<file path="config.mk">
export PLATFORM = sky130hd
export DESIGN_NAME = cla_accumulator
export DESIGN_NICKNAME = d
export VERILOG_FILES = /design/src/rtl/cla_pkg.sv /design/src/rtl/carry_look_ahead_32_4bit.sv /design/src/rtl/cla_accumulator.sv
export SDC_FILE = /design/constraint.sdc
export NUM_CORES = 1
export LEC_CHECK = 0
export CORE_MARGIN = 5
export CORE_UTILIZATION = 35
export DETAILED_ROUTE_END_ITERATION = 10
export MAX_ROUTING_LAYER = met4
export PLACE_DENSITY = 0.69
export SETUP_SLACK_MARGIN = 0.5
export SLEW_MARGIN = 30
export SYNTH_ARGS = -nofsm -noshare
export SYNTH_HDL_FRONTEND = slang
export SYNTH_SLANG_ARGS = --single-unit
</file>
<file path="constraint.sdc">
create_clock -name clk -period 4.1 [get_ports clk]
set_input_delay 0.615 -clock clk [delete_from_list [all_inputs] [get_ports clk]]
set_output_delay 0.615 -clock clk [all_outputs]
set_load 0.005 [all_outputs]
</file>
<file path="src/rtl/cla_pkg.sv">
// Shared widths and FSM state encoding for the CLA accumulator slice.
package cla_pkg;

  localparam int DATA_W = 32;
  localparam int CNT_W  = 8;

  typedef enum logic {
    ACC  = 1'b0,
    HOLD = 1'b1
  } state_e;

endpackage

</file>
<file path="src/rtl/carry_look_ahead_32_4bit.sv">
// Purely combinational 32-bit adder built from eight 4-bit carry-lookahead groups.
module carry_look_ahead_32_4bit (
  input  logic [31:0] a,
  input  logic [31:0] b,
  input  logic        cin,
  output logic [32:0] sum
);

  // Group carries ripple between 4-bit blocks; inside a block every carry is
  // formed directly from generate/propagate terms and the block carry-in.
  function automatic logic [32:0] cla_add(input logic [31:0] x,
                                          input logic [31:0] y,
                                          input logic        ci);
    logic [31:0] s;
    logic        c;
    logic [3:0]  g;
    logic [3:0]  p;
    logic        c1;
    logic        c2;
    logic        c3;
    logic        c4;
    s = '0;
    c = ci;
    for (int k = 0; k < 8; k++) begin
      g  = x[4*k +: 4] & y[4*k +: 4];
      p  = x[4*k +: 4] ^ y[4*k +: 4];
      c1 = g[0] | (p[0] & c);
      c2 = g[1] | (p[1] & g[0]) | (p[1] & p[0] & c);
      c3 = g[2] | (p[2] & g[1]) | (p[2] & p[1] & g[0]) | (&p[2:0] & c);
      c4 = g[3] | (p[3] & g[2]) | (p[3] & p[2] & g[1])
         | (p[3] & p[2] & p[1] & g[0]) | (&p & c);
      s[4*k +: 4] = p ^ {c3, c2, c1, c};
      c = c4;
    end
    return {c, s};
  endfunction

  assign sum = cla_add(a, b, cin);

endmodule

</file>
<file path="src/rtl/cla_accumulator.sv">
// Burst accumulator: sums operands through a CLA adder, then holds the result
// with a sticky carry flag and beat count until the consumer takes it.
module cla_accumulator
  import cla_pkg::*;
#(
  parameter int MAX_COUNT = 255
) (
  input  logic              clk,
  input  logic              rst_n,
  input  logic              clr,
  input  logic              in_valid,
  output logic              in_ready,
  input  logic [DATA_W-1:0] in_data,
  input  logic              in_last,
  output logic              out_valid,
  input  logic              out_ready,
  output logic [DATA_W-1:0] out_sum,
  output logic              out_ovf,
  output logic [CNT_W-1:0]  out_count
);

  localparam logic [CNT_W-1:0] MAX_C = CNT_W'(MAX_COUNT);

  state_e             state_q, state_d;
  logic [DATA_W-1:0]  acc_q, acc_d;
  logic               ovf_q, ovf_d;
  logic [CNT_W-1:0]   cnt_q, cnt_d;
  logic [DATA_W:0]    add_sum;
  logic [CNT_W-1:0]   cnt_inc;
  logic               in_hs;

  carry_look_ahead_32_4bit u_cla (
    .a   (acc_q),
    .b   (in_data),
    .cin (1'b0),
    .sum (add_sum)
  );

  assign in_ready  = (state_q == ACC) && !clr && rst_n;
  assign in_hs     = in_valid && in_ready;
  assign cnt_inc   = cnt_q + CNT_W'(1);

  assign out_valid = (state_q == HOLD);
  assign out_sum   = acc_q;
  assign out_ovf   = ovf_q;
  assign out_count = cnt_q;

  // clr outranks both handshakes; in HOLD without out_ready everything holds.
  always_comb begin
    state_d = state_q;
    acc_d   = acc_q;
    ovf_d   = ovf_q;
    cnt_d   = cnt_q;
    if (clr) begin
      state_d = ACC;
      acc_d   = '0;
      ovf_d   = 1'b0;
      cnt_d   = '0;
    end else if (state_q == ACC) begin
      if (in_hs) begin
        acc_d = add_sum[DATA_W-1:0];
        ovf_d = ovf_q | add_sum[DATA_W];
        cnt_d = cnt_inc;
        if (in_last || (cnt_inc == MAX_C)) begin
          state_d = HOLD;
        end
      end
    end else if (out_ready) begin
      state_d = ACC;
      acc_d   = '0;
      ovf_d   = 1'b0;
      cnt_d   = '0;
    end
  end

  always_ff @(posedge clk) begin
    if (!rst_n) begin
      state_q <= ACC;
      acc_q   <= '0;
      ovf_q   <= 1'b0;
      cnt_q   <= '0;
    end else begin
      state_q <= state_d;
      acc_q   <= acc_d;
      ovf_q   <= ovf_d;
      cnt_q   <= cnt_d;
    end
  end

endmodule

</file>
==> impl_metrics.csv <==
group,metric,value,unit
die,die_x,99.2,µm
die,die_h,99.2,µm
clock_tree,root_buffer,"clkbuf_8",
critical_path,worstPathArrival,3.62,ns
critical_path,cp.depth,13,
timing,tightestPinTransition,0.748,ns
power,leakage,1.57,nW
place,post-place-ws,0.226,ns
place,post-place-cells,488,
drt,wl_per_cell,14.2,µm
critical_path,worstSetupPathType,"input pin to flip-flop",
synthesis,synth_edf_count,0,
synthesis,netlist_area,2780,µm²
synthesis,synth_cells,310,
clock_tree,clock_path_buffers,2,
place,hpwl,5.35,mm
clock_tree,cts_made_buffers,5,
global_route,grt_pass1_wl,11.4,mm
synthesis,yosys-top-cells-area,"dfxtp_1 30%, ha_1 15%, fa_1 5.8%",
synthesis,yosys.area.top_type,"dfxtp_1",
synthesis,yosysWarnings,0,
timing,fin_tns_setup,0,ns
power,power.density,281,nW/µm²
drt,first_iter_violations,53,
drt,wl,7.03,mm
timing,slew_headroom,50.1,%
die,fp-row-count,32,
timing,hold_ws,0.478,ns
global_route,grt_antenna_before_repair,0,
clock_tree,clk_pin_slew,0.09,ns
cells_and_area,n_antenna_cell,0,
timing,hold_violations,0,
place,place_congestion,0.910,
critical_path,timing.rr.end,"out_sum[25]",
clock_tree,ctsHoldBuffers,0,
timing,grt_setup_unrepaired,"no",
synthesis,ys_top_cells_by_count,"42 x dfxtp_1, 34 x ha_1, 31 x o21ai_0",
cells_and_area,syn_to_final_growth,39.6,%
hold_path,hp-class,"flip-flop to flip-flop",
cells_and_area,fin_cells,496,
synthesis,ys_seq_area_share,30.2,%
die,pin_count,81,
critical_path,timing.critical_path.buf_inv,1,
critical_path,cp_cell_sequence,"clkdlybuf4s50_1 -> ha_1 -> a211oi_1 -> nor2_1 -> a2111oi_4 -> a21oi_2 -> a221o_1 -> a21o_1 -> fa_1 -> xnor2_1 -> nor3_1 -> a21oi_1 -> nor2_1",
drt,dr.pass1.iters,4,
global_route,overflow,0,
timing,setup_viol,0,
drt,via_count,2553,
critical_path,reg2reg_slack,1.10,ns
synthesis,synth_async_sr_flop_share,0,%
critical_path,cp_slowest_stage_delay,0.41,ns
critical_path,critPathLaunch,"in_data[13]",
clock_tree,worstSkewPairLatency,0.30,ns
synthesis,synth-main-ff-cell,"dfxtp_1",
drt,ant_nets,0,
clock_tree,cts_tree,"yes",
clock_tree,htree_levels,2,
global_route,grt_pass1_vias,2463,
die,start_util,36.0,%
die,dieArea,9830,µm²
critical_path,required,4.30,ns
critical_path,cp_common_cell,"nor2_1",
clock_tree,clock_sinks,42,
cells_and_area,drive_gt1_share,6.60,%
synthesis,synth.top_cell.area_share,30.2,%
timing,fin_crit_sh,83.5,%
power,p_total,1.09,mW
critical_path,worstSetupEndpointType,"flip-flop",
timing,worst_slack,0.678,ns
critical_path,cp-endpoint,"out_sum[25]",
critical_path,path_max_fanout,5,
run,drv_cap,0,
status,outcome,"finished clean",
synthesis,synth_most_common_cell,"dfxtp_1",
synthesis,syn_nets,390,
drt,viasPerCell,5.15,
synthesis,syn_area_per_cell,8.98,µm²
cells_and_area,nets,473,
global_route,track_usage,14.4,%
critical_path,startpoint_type,"input pin",
synthesis,synth.distinct_cells,47,
place,port_buffers,80,
timing,maxSlewViolCount,0,
synthesis,ys_ff_latch,42,
drt,drc,0,
power,peakVddDrop,124,µV
timing,timing.fmax,292,MHz
critical_path,critPathTopFamily,"compound AO/OA/AOI/OAI gates",
critical_path,slowest_stage,"clkdlybuf4s50_1",
timing,period_needed,3.42,ns
critical_path,reg2reg_from,"out_sum[13]",
timing,finalClockSkew,0.00804,ns
critical_path,r2r_cells,12,
global_route,grt_max_degree,27,
die,core,7730,µm²
==> per-layer routing <==
layer	vias up	track usage, %	share of wire (%)
met2	59	22.0	45
met1	1181	19.4	49
li1	1303	-	-
met4	0	4.52	1.4
met3	10	2.88	4.6
met5	-	-	0
==> what timing repair did <==
| action | 4_1_cts | 5_1_grt |
|---|---|---|
| endpoints found under the setup margin | 0 | 2 |
| gates resized for setup | 0 | 3 |
| buffers inserted | 0 | 0 |
==> flip-flops by register name, summed over array words and instances, names as in the netlist <==
signal,count
out_sum,32
out_valid,1
out_ovf,1
out_count,8
==> report_power, final <==
group | leakage, nW | internal [mW] | total (mW) | switching, mW
combinational | 1.16 | 0.137 | 0.249 | 0.112
sequential | 0.341 | 0.425 | 0.442 | 0.0172
clock | 0.0683 | 0.244 | 0.401 | 0.157
==> stage by stage <==
stage               area (µm²)  utilization [%]
global route              3880             50.3
floorplan                 2780                -
global placement          3720             48.2
detailed placement        3720             48.2
CTS                       3860             50.0
finish                    3880             50.3
==> cell type report <==
cell class / instances / area, µm²
timing repair buffer: 87 / 853
sequential: 42 / 841
fill: 728 / 3840
tap: 102 / 128
clock inverter: 3 / 68.8
clock buffer: 5 / 68.8
inverter: 4 / 15.0
multi-input combinational: 253 / 1910
==> worst min-delay path, delay by kind of cell, from the launching register on <==
family / cells / cell delay (ns)
compound gates: 1 / 0.05
flops: 1 / 0.34
simple gates: 1 / 0.06
==> how the worst min path moves through the flow <==
| stage | start | end | slack, ns | cells past startpoint |
|---|---|---|---|---|
| floorplan | out_sum[30] | out_sum[30] | 0.46 | 2 |
| global placement | out_sum[30] | out_sum[30] | 0.46 | 2 |
| detailed placement | out_sum[30] | out_sum[30] | 0.47 | 2 |
| CTS | out_sum[30] | out_sum[30] | 0.48 | 2 |
| global route | out_sum[30] | out_sum[30] | 0.50 | 2 |
| finish | out_sum[30] | out_sum[30] | 0.48 | 2 |
==> kinds of logic (layout without fill, tap and decap cells) <==
kind of cell | Yosys count | after routing | share of synthesized area, %
adder cells (fa/ha/maj) | 42 | 42 | 21.0
buffers and inverters | 15 | 99 | 2.11
AO/OA/AOI/OAI | 100 | 100 | 23.5
AND/OR/NAND/NOR | 90 | 90 | 16.5
XOR/XNOR | 20 | 20 | 6.30
multiplexers | 1 | 1 | 0.360
flip-flops | 42 | 42 | 30.2
==> layout by cell type, fill, tap and decap left out, types with 4 or more instances in the layout <==
cell type / synthesis / routed
o21ai_0: 31 / 31
a21o_1: 6 / 6
clkdlybuf4s50_1: 0 / 80
a31oi_1: 4 / 4
xor2_1: 8 / 8
fa_1: 8 / 8
clkbuf_8: 0 / 5
a22o_1: 10 / 10
nand4_1: 5 / 5
nand3_1: 6 / 6
nor3_1: 8 / 8
inv_1: 4 / 4
nand2_1: 25 / 25
nor2_1: 21 / 21
a211oi_1: 6 / 5
a21oi_1: 21 / 20
ha_1: 34 / 34
dfxtp_1: 42 / 42
and2_1: 5 / 5
xnor2_1: 12 / 12
buf_4: 0 / 7
(Power assumes the default switching activity.)
